**config.mk**
```make
export PLATFORM = sky130hd
export DESIGN_NAME = skinny_round_ctrl
export DESIGN_NICKNAME = d
export VERILOG_FILES = /design/src/rtl/skinny_round_ctrl_pkg.sv /design/src/rtl/skinny_rc_lfsr.sv /design/src/rtl/skinny_round_ctrl.sv
export SDC_FILE = /design/constraint.sdc
export NUM_CORES = 1
export LEC_CHECK = 0
export ABC_AREA = 1
export BUFFER_PORTS_ARGS = -buffer_cell sky130_fd_sc_hd__buf_2
export CORE_MARGIN = 1.5
export CORE_UTILIZATION = 55
export CTS_CLUSTER_SIZE = 24
export DETAILED_ROUTE_END_ITERATION = 16
export PLACE_DENSITY = 0.79
export SYNTH_ARGS = -nofsm -noshare
export SYNTH_HDL_FRONTEND = slang
export SYNTH_SLANG_ARGS = --single-unit
```
**constraint.sdc**
```tcl
create_clock -name clk -period 1.8 [get_ports clk]
set_input_delay 0 -clock clk [delete_from_list [all_inputs] [get_ports clk]]
set_output_delay 0 -clock clk [all_outputs]
set_load 0.05 [all_outputs]
```
**src/rtl/skinny_round_ctrl_pkg.sv**
```systemverilog
// Shared encodings and helpers for the SKINNY-128-384+ round controller.
package skinny_round_ctrl_pkg;

    localparam int unsigned OP_W = 3;
    localparam int unsigned RC_W = 6;
    localparam logic [RC_W-1:0] RC_INIT = 6'h01;

    typedef enum logic [OP_W-1:0] {
        OP_LOAD_S   = 3'd0,
        OP_LOAD_X   = 3'd1,
        OP_LOAD_Y   = 3'd2,
        OP_CNT_INIT = 3'd3,
        OP_CNT_INC  = 3'd4,
        OP_ENCRYPT  = 3'd5,
        OP_UNLOAD_S = 3'd6,
        OP_CLEAR    = 3'd7
    } cmd_op_e;

    typedef enum logic [2:0] {
        ST_IDLE   = 3'd0,
        ST_LOAD   = 3'd1,
        ST_CNT    = 3'd2,
        ST_RUN    = 3'd3,
        ST_UNLOAD = 3'd4,
        ST_CLR    = 3'd5
    } state_e;

    // Datapath register-control bundle, one bit per control line.
    typedef struct packed {
        logic srst;
        logic senc;
        logic sse;
        logic xrst;
        logic xenc;
        logic xse;
        logic yrst;
        logic yenc;
        logic yse;
        logic zrst;
        logic zenc;
        logic zse;
        logic correct_cnt;
    } ctrl_t;

    // Round-constant LFSR step.
    function automatic logic [RC_W-1:0] rc_next(input logic [RC_W-1:0] rc);
        return {rc[4:0], rc[5] ^ rc[4] ^ 1'b1};
    endfunction

endpackage

```
**src/rtl/skinny_rc_lfsr.sv**
```systemverilog
// Round-constant register: load to 01, step at round boundaries, clear when idle.
module skinny_rc_lfsr
    import skinny_round_ctrl_pkg::*;
(
    input  logic            clk,
    input  logic            rst,
    input  logic            load,
    input  logic            step,
    input  logic            clr,
    output logic [RC_W-1:0] rc
);

    logic [RC_W-1:0] rc_d;
    logic [RC_W-1:0] rc_q;

    // Next constant: load wins over clear, clear over step.
    always_comb begin
        rc_d = rc_q;
        if (load) begin
            rc_d = RC_INIT;
        end else if (clr) begin
            rc_d = '0;
        end else if (step) begin
            rc_d = rc_next(rc_q);
        end
    end

    // Constant register.
    always_ff @(posedge clk or negedge rst) begin
        if (!rst) begin
            rc_q <= '0;
        end else begin
            rc_q <= rc_d;
        end
    end

    assign rc = rc_q;

endmodule

```
**src/rtl/skinny_round_ctrl.sv**
```systemverilog
// Command sequencer for the masked SKINNY-128-384+ datapath.
module skinny_round_ctrl
    import skinny_round_ctrl_pkg::*;
#(
    parameter int unsigned ROUNDS    = 40,
    parameter int unsigned ROUND_LAT = 4,
    parameter int unsigned BEATS     = 4
) (
    input  logic            clk,
    input  logic            rst,
    input  logic            cmd_valid,
    output logic            cmd_ready,
    input  logic [OP_W-1:0] cmd_op,
    input  logic            tk1s_in,
    input  logic [3:0]      decrypt_in,
    output logic            srst,
    output logic            senc,
    output logic            sse,
    output logic            xrst,
    output logic            xenc,
    output logic            xse,
    output logic            yrst,
    output logic            yenc,
    output logic            yse,
    output logic            zrst,
    output logic            zenc,
    output logic            zse,
    output logic            correct_cnt,
    output logic            tk1s,
    output logic [RC_W-1:0] constant,
    output logic [3:0]      decrypt,
    output logic            busy,
    output logic            done
);

    localparam int unsigned CNT_MAX = (BEATS > ROUND_LAT) ? BEATS : ROUND_LAT;
    localparam int unsigned CNT_W   = (CNT_MAX > 1) ? $clog2(CNT_MAX) : 1;
    localparam int unsigned RND_W   = (ROUNDS > 1) ? $clog2(ROUNDS) : 1;

    state_e           state_q, state_d;
    cmd_op_e          op_q, op_d;
    logic [CNT_W-1:0] cnt_q, cnt_d;
    logic [RND_W-1:0] round_q, round_d;
    logic             tk1s_lat_q, tk1s_lat_d;
    logic [3:0]       dec_lat_q, dec_lat_d;
    ctrl_t            ctrl_q, ctrl_d;
    logic             tk1s_q, tk1s_d;
    logic [3:0]       decrypt_q, decrypt_d;
    logic             busy_q, busy_d;
    logic             done_q, done_d;
    logic             ready_q, ready_d;
    logic             rc_load, rc_step, rc_clr;
    cmd_op_e          op_in;

    assign op_in = cmd_op_e'(cmd_op);

    // Next state, counters and latched command fields.
    always_comb begin
        state_d    = state_q;
        op_d       = op_q;
        cnt_d      = cnt_q;
        round_d    = round_q;
        tk1s_lat_d = tk1s_lat_q;
        dec_lat_d  = dec_lat_q;
        rc_load    = 1'b0;
        rc_step    = 1'b0;
        rc_clr     = 1'b0;
        case (state_q)
            ST_IDLE: begin
                if (cmd_valid) begin
                    op_d       = op_in;
                    tk1s_lat_d = tk1s_in;
                    dec_lat_d  = decrypt_in;
                    cnt_d      = '0;
                    round_d    = '0;
                    case (op_in)
                        OP_LOAD_S, OP_LOAD_X, OP_LOAD_Y: state_d = ST_LOAD;
                        OP_CNT_INIT, OP_CNT_INC:         state_d = ST_CNT;
                        OP_ENCRYPT: begin
                            state_d = ST_RUN;
                            rc_load = 1'b1;
                        end
                        OP_UNLOAD_S:                     state_d = ST_UNLOAD;
                        OP_CLEAR:                        state_d = ST_CLR;
                        default:                         state_d = ST_IDLE;
                    endcase
                end
            end
            ST_LOAD, ST_UNLOAD: begin
                if (cnt_q == CNT_W'(BEATS - 1)) begin
                    state_d = ST_IDLE;
                end else begin
                    cnt_d = cnt_q + CNT_W'(1);
                end
            end
            ST_CNT, ST_CLR: begin
                state_d = ST_IDLE;
            end
            ST_RUN: begin
                if (cnt_q == CNT_W'(ROUND_LAT - 1)) begin
                    cnt_d = '0;
                    if (round_q == RND_W'(ROUNDS - 1)) begin
                        state_d = ST_IDLE;
                        rc_clr  = 1'b1;
                    end else begin
                        round_d = round_q + RND_W'(1);
                        rc_step = 1'b1;
                    end
                end else begin
                    cnt_d = cnt_q + CNT_W'(1);
                end
            end
            default: begin
                state_d = ST_IDLE;
                rc_clr  = 1'b1;
            end
        endcase
    end

    // Output decode from the upcoming state so every output is a flop.
    always_comb begin
        ctrl_d    = '0;
        tk1s_d    = 1'b0;
        decrypt_d = '0;
        busy_d    = (state_d != ST_IDLE);
        ready_d   = (state_d == ST_IDLE);
        done_d    = (state_d == ST_IDLE) && (state_q != ST_IDLE);
        case (state_d)
            ST_LOAD: begin
                case (op_d)
                    OP_LOAD_S: begin ctrl_d.sse = 1'b1; ctrl_d.senc = 1'b1; end
                    OP_LOAD_X: begin ctrl_d.xse = 1'b1; ctrl_d.xenc = 1'b1; end
                    OP_LOAD_Y: begin ctrl_d.yse = 1'b1; ctrl_d.yenc = 1'b1; end
                    default: ;
                endcase
            end
            ST_UNLOAD: begin
                ctrl_d.sse  = 1'b1;
                ctrl_d.senc = 1'b1;
                decrypt_d   = dec_lat_d;
            end
            ST_CNT: begin
                if (op_d == OP_CNT_INIT) begin
                    ctrl_d.zrst = 1'b1;
                end else begin
                    ctrl_d.zenc        = 1'b1;
                    ctrl_d.zse         = 1'b1;
                    ctrl_d.correct_cnt = 1'b1;
                end
            end
            ST_CLR: begin
                ctrl_d.srst = 1'b1;
                ctrl_d.xrst = 1'b1;
                ctrl_d.yrst = 1'b1;
                ctrl_d.zrst = 1'b1;
            end
            ST_RUN: begin
                tk1s_d = tk1s_lat_d;
                if (cnt_d == CNT_W'(ROUND_LAT - 1)) begin
                    ctrl_d.senc = 1'b1;
                    ctrl_d.xenc = 1'b1;
                    ctrl_d.yenc = 1'b1;
                    ctrl_d.zenc = 1'b1;
                end
            end
            default: ;
        endcase
    end

    // State, counters and registered outputs.
    always_ff @(posedge clk or negedge rst) begin
        if (!rst) begin
            state_q    <= ST_IDLE;
            op_q       <= OP_LOAD_S;
            cnt_q      <= '0;
            round_q    <= '0;
            tk1s_lat_q <= 1'b0;
            dec_lat_q  <= '0;
            ctrl_q     <= '0;
            tk1s_q     <= 1'b0;
            decrypt_q  <= '0;
            busy_q     <= 1'b0;
            done_q     <= 1'b0;
            ready_q    <= 1'b1;
        end else begin
            state_q    <= state_d;
            op_q       <= op_d;
            cnt_q      <= cnt_d;
            round_q    <= round_d;
            tk1s_lat_q <= tk1s_lat_d;
            dec_lat_q  <= dec_lat_d;
            ctrl_q     <= ctrl_d;
            tk1s_q     <= tk1s_d;
            decrypt_q  <= decrypt_d;
            busy_q     <= busy_d;
            done_q     <= done_d;
            ready_q    <= ready_d;
        end
    end

    skinny_rc_lfsr u_rc_lfsr (
        .clk  (clk),
        .rst  (rst),
        .load (rc_load),
        .step (rc_step),
        .clr  (rc_clr),
        .rc   (constant)
    );

    assign srst        = ctrl_q.srst;
    assign senc        = ctrl_q.senc;
    assign sse         = ctrl_q.sse;
    assign xrst        = ctrl_q.xrst;
    assign xenc        = ctrl_q.xenc;
    assign xse         = ctrl_q.xse;
    assign yrst        = ctrl_q.yrst;
    assign yenc        = ctrl_q.yenc;
    assign yse         = ctrl_q.yse;
    assign zrst        = ctrl_q.zrst;
    assign zenc        = ctrl_q.zenc;
    assign zse         = ctrl_q.zse;
    assign correct_cnt = ctrl_q.correct_cnt;
    assign tk1s        = tk1s_q;
    assign decrypt     = decrypt_q;
    assign busy        = busy_q;
    assign done        = done_q;
    assign cmd_ready   = ready_q;

endmodule

```
==> results_dict.tcl <==
set metrics [dict create \
    status "finished clean" \
    core-area_sq_um 3630 \
    dp_hpwl_microns 2820 \
    synth.net_count 246 \
    fin_setup_tns_ns 0 \
    cp_max_fo 12 \
    die_w_microns 64.2 \
    cp_num_buf_inv 3 \
    clk_latency_ns 0.29 \
    power.total_uw 1600 \
    drt-vias-per-instance 4.97 \
    p_leak_uw 0.00132 \
    first_iter_violations 62 \
    diodes 0 \
    avgSynthCellArea_sq_um 8.92 \
    place.gp.congestion 0.854 \
    nNetsFinal 289 \
    final_cell_mix "dfrtp_1, inv_1, nand2_1, buf_2, nor2_1" \
    cp_data_required_time_ns 2.03 \
    htree_levels 2 \
    io_pins 38 \
    fp.dieArea_sq_um 4120 \
    cap_violations 0 \
    rrSetupSlack_ns 0.16 \
    final_cell_area_sq_um 2400 \
    start_util 0.567 \
    synth_seq_cells 43 \
    cts_max_path_buffers 2 \
    netlist_area_sq_um 2060 \
    slew_viol_final 0 \
    tightest_slew_ns 0.514 \
    tritoncts "yes" \
    cpMaxStageDelayCell "dfrtp_1" \
    drtAntennaViolNets 0 \
    layout_commonest_cell "dfrtp_1" \
    setup_viol 0 \
    crit_family "simple AND/OR/NAND/NOR gates" \
    antenna_found_initial 0 \
    finalClockSkew_ns 0.00744 \
    rsz0062_at_grt "false" \
    hp-class "input pin to register" \
    nFillCells 301 \
    ys.flop_type "dfrtp_1" \
    register_area_sq_um 1080 \
    first_global_vias 1509 \
    setup.worst_path.class "register to register" \
    numCtsBuffers 5 \
    syn_to_final_growth_pct 16.6 \
    drive_gt1_frac 0.320 \
    fin_crit_sh 0.910 \
    routedWlPerCell_microns 11.6 \
    grt_pass1_wl_microns 6640 \
    crit_path_max_incr_delay_ns 0.47 \
    rows 22 \
    place_area_sq_um 2280 \
    cts_sinks 43 \
    track_usage 0.209 \
    synth_cell_types 28 \
    fmax_ghz 0.611 \
    power_density_nw_per_um2 666 \
    worstPathCellList "inv_2 > nand3_4 > inv_4 > nand2_2 > nand3_4 > nand2_2 > nor2_2 > inv_2 > o21ai_2" \
    grt-ovfl-total 0 \
    ir_drop_uv 458 \
    synth_warnings 0 \
    ys_seq_area_frac 0.523 \
    startpoint_type "register" \
    timing_hold_violations_final 0 \
    syn_inst 231 \
    cp-end-kind "register" \
    num_vias 1605 \
    worst_hold_slack_ns 0.0292 \
    async_reset_ff_frac 1.00 \
    grt_start_max_net_pins 44 \
    fin_crit_ns 1.64 \
    synth-edff-count 0 \
    clk_pin_slew_ns 0.08 \
    routed_wl_microns 3760 \
    drt_pre_antenna_iters 4 \
    critPathArrivalTime_ns 1.86 \
    cts_setup_buffers 0 \
    relSlewSlack 0.657 \
    multi_input_area_sq_um 791 \
    drcViolationCount 0 \
    fp.dieH_microns 64.2 \
    cts_root_buffer "clkbuf_8" \
    placement.io_buffers 37 \
]
## through the flow
step | util | setup WS, ns | instances
6_report | 0.661 | 0.163 | 323
2_1_floorplan | - | 0.393 | 231
4_1_cts | 0.657 | 0.136 | 323
3_5_place_dp | 0.628 | 0.149 | 313
3_3_place_gp | 0.628 | 0.213 | 313
5_1_grt | 0.661 | 0.00537 | 323
## logic make-up after synthesis
group / count (synthesis) / share of synthesized area
AO/OA/AOI/OAI: 28 / 0.0868
adder cells (fa/ha/maj): 4 / 0.0243
buffers and inverters: 50 / 0.0984
flip-flops: 43 / 0.523
AND/OR/NAND/NOR: 106 / 0.268
## registers in the layout (all words and copies together) (netlist names), 2 cells and up
| signal | count |
|---|---|
| op_q | 3 |
| round_q | 6 |
| dec_lat_q | 4 |
| u_rc_lfsr.rc | 6 |
| decrypt | 4 |
| state_q | 3 |
| cnt_q | 2 |
## cells in the mapped netlist (4+ instances only)
cell type | n | area [sq um]
nand4_1 | 10 | 62.6
o22ai_1 | 5 | 31.3
inv_2 | 8 | 30.0
nor2_1 | 18 | 67.6
nand2_2 | 7 | 43.8
o21ai_2 | 4 | 35.0
ha_1 | 4 | 50.1
nand3_1 | 7 | 35.0
nand2_1 | 38 | 143
inv_1 | 38 | 143
buf_4 | 4 | 30.0
a21oi_1 | 6 | 30.0
dfrtp_1 | 42 | 1050
or2_2 | 5 | 31.3
nor2_2 | 10 | 62.6
o21ai_0 | 6 | 30.0
## path summary, 6_finish.rpt
check / from / endpoint / depth (start not counted)
setup / recovery: state_q[1] / zenc / 9
hold / removal: cmd_op[1] / op_q[1] / 3
setup reg to reg: state_q[1] / zenc / 9
hold reg to reg: round_q[0] / round_q[0] / 1
max in group asynchronous: rst / cnt_q[0] / 3
min in group asynchronous: rst / state_q[0] / 3
## power by group
part / total, uW / switching, uW / internal (uW)
sequential: 965 / 0 / 965
combinational: 48.3 / 33.4 / 14.9
clock: 587 / 316 / 271
total: 1600 / 349 / 1250
## layer usage
layer  part of all wire  wire, microns  GRT usage  vias up
met1               0.47           1770      0.280      757
met5                  0              0          0        -
li1                   -              -          -      815
met2               0.49           1820      0.342       28
met3              0.027            103     0.0370        5
met4              0.014             54     0.0718        0
## what timing repair did
action | CTS | global route
endpoints found under the hold margin | 44 | 0
resized for setup | 0 | 4
hold buffers | 2 | 0
setup endpoints to repair | 0 | 6
## area by class of cell
class / count / share of cell area
clock buffer: 6 / 0.0302
clock inverter: 2 / 0.00521
inverter: 46 / 0.0729
multi-input combinational: 138 / 0.329
sequential: 43 / 0.449
tap: 48 / 0.0250
timing repair buffer: 40 / 0.0885
## worst reg2reg max path: stages, from the launching register on
cell and delay, ns:
dfrtp_1 0.47, inv_2 0.20, nand3_4 0.18, inv_4 0.17
nand2_2 0.09, nand3_4 0.12, nand2_2 0.09, nor2_2 0.14
inv_2 0.07, o21ai_2 0.05
Note: power is estimated with default switching activity, not from simulation.
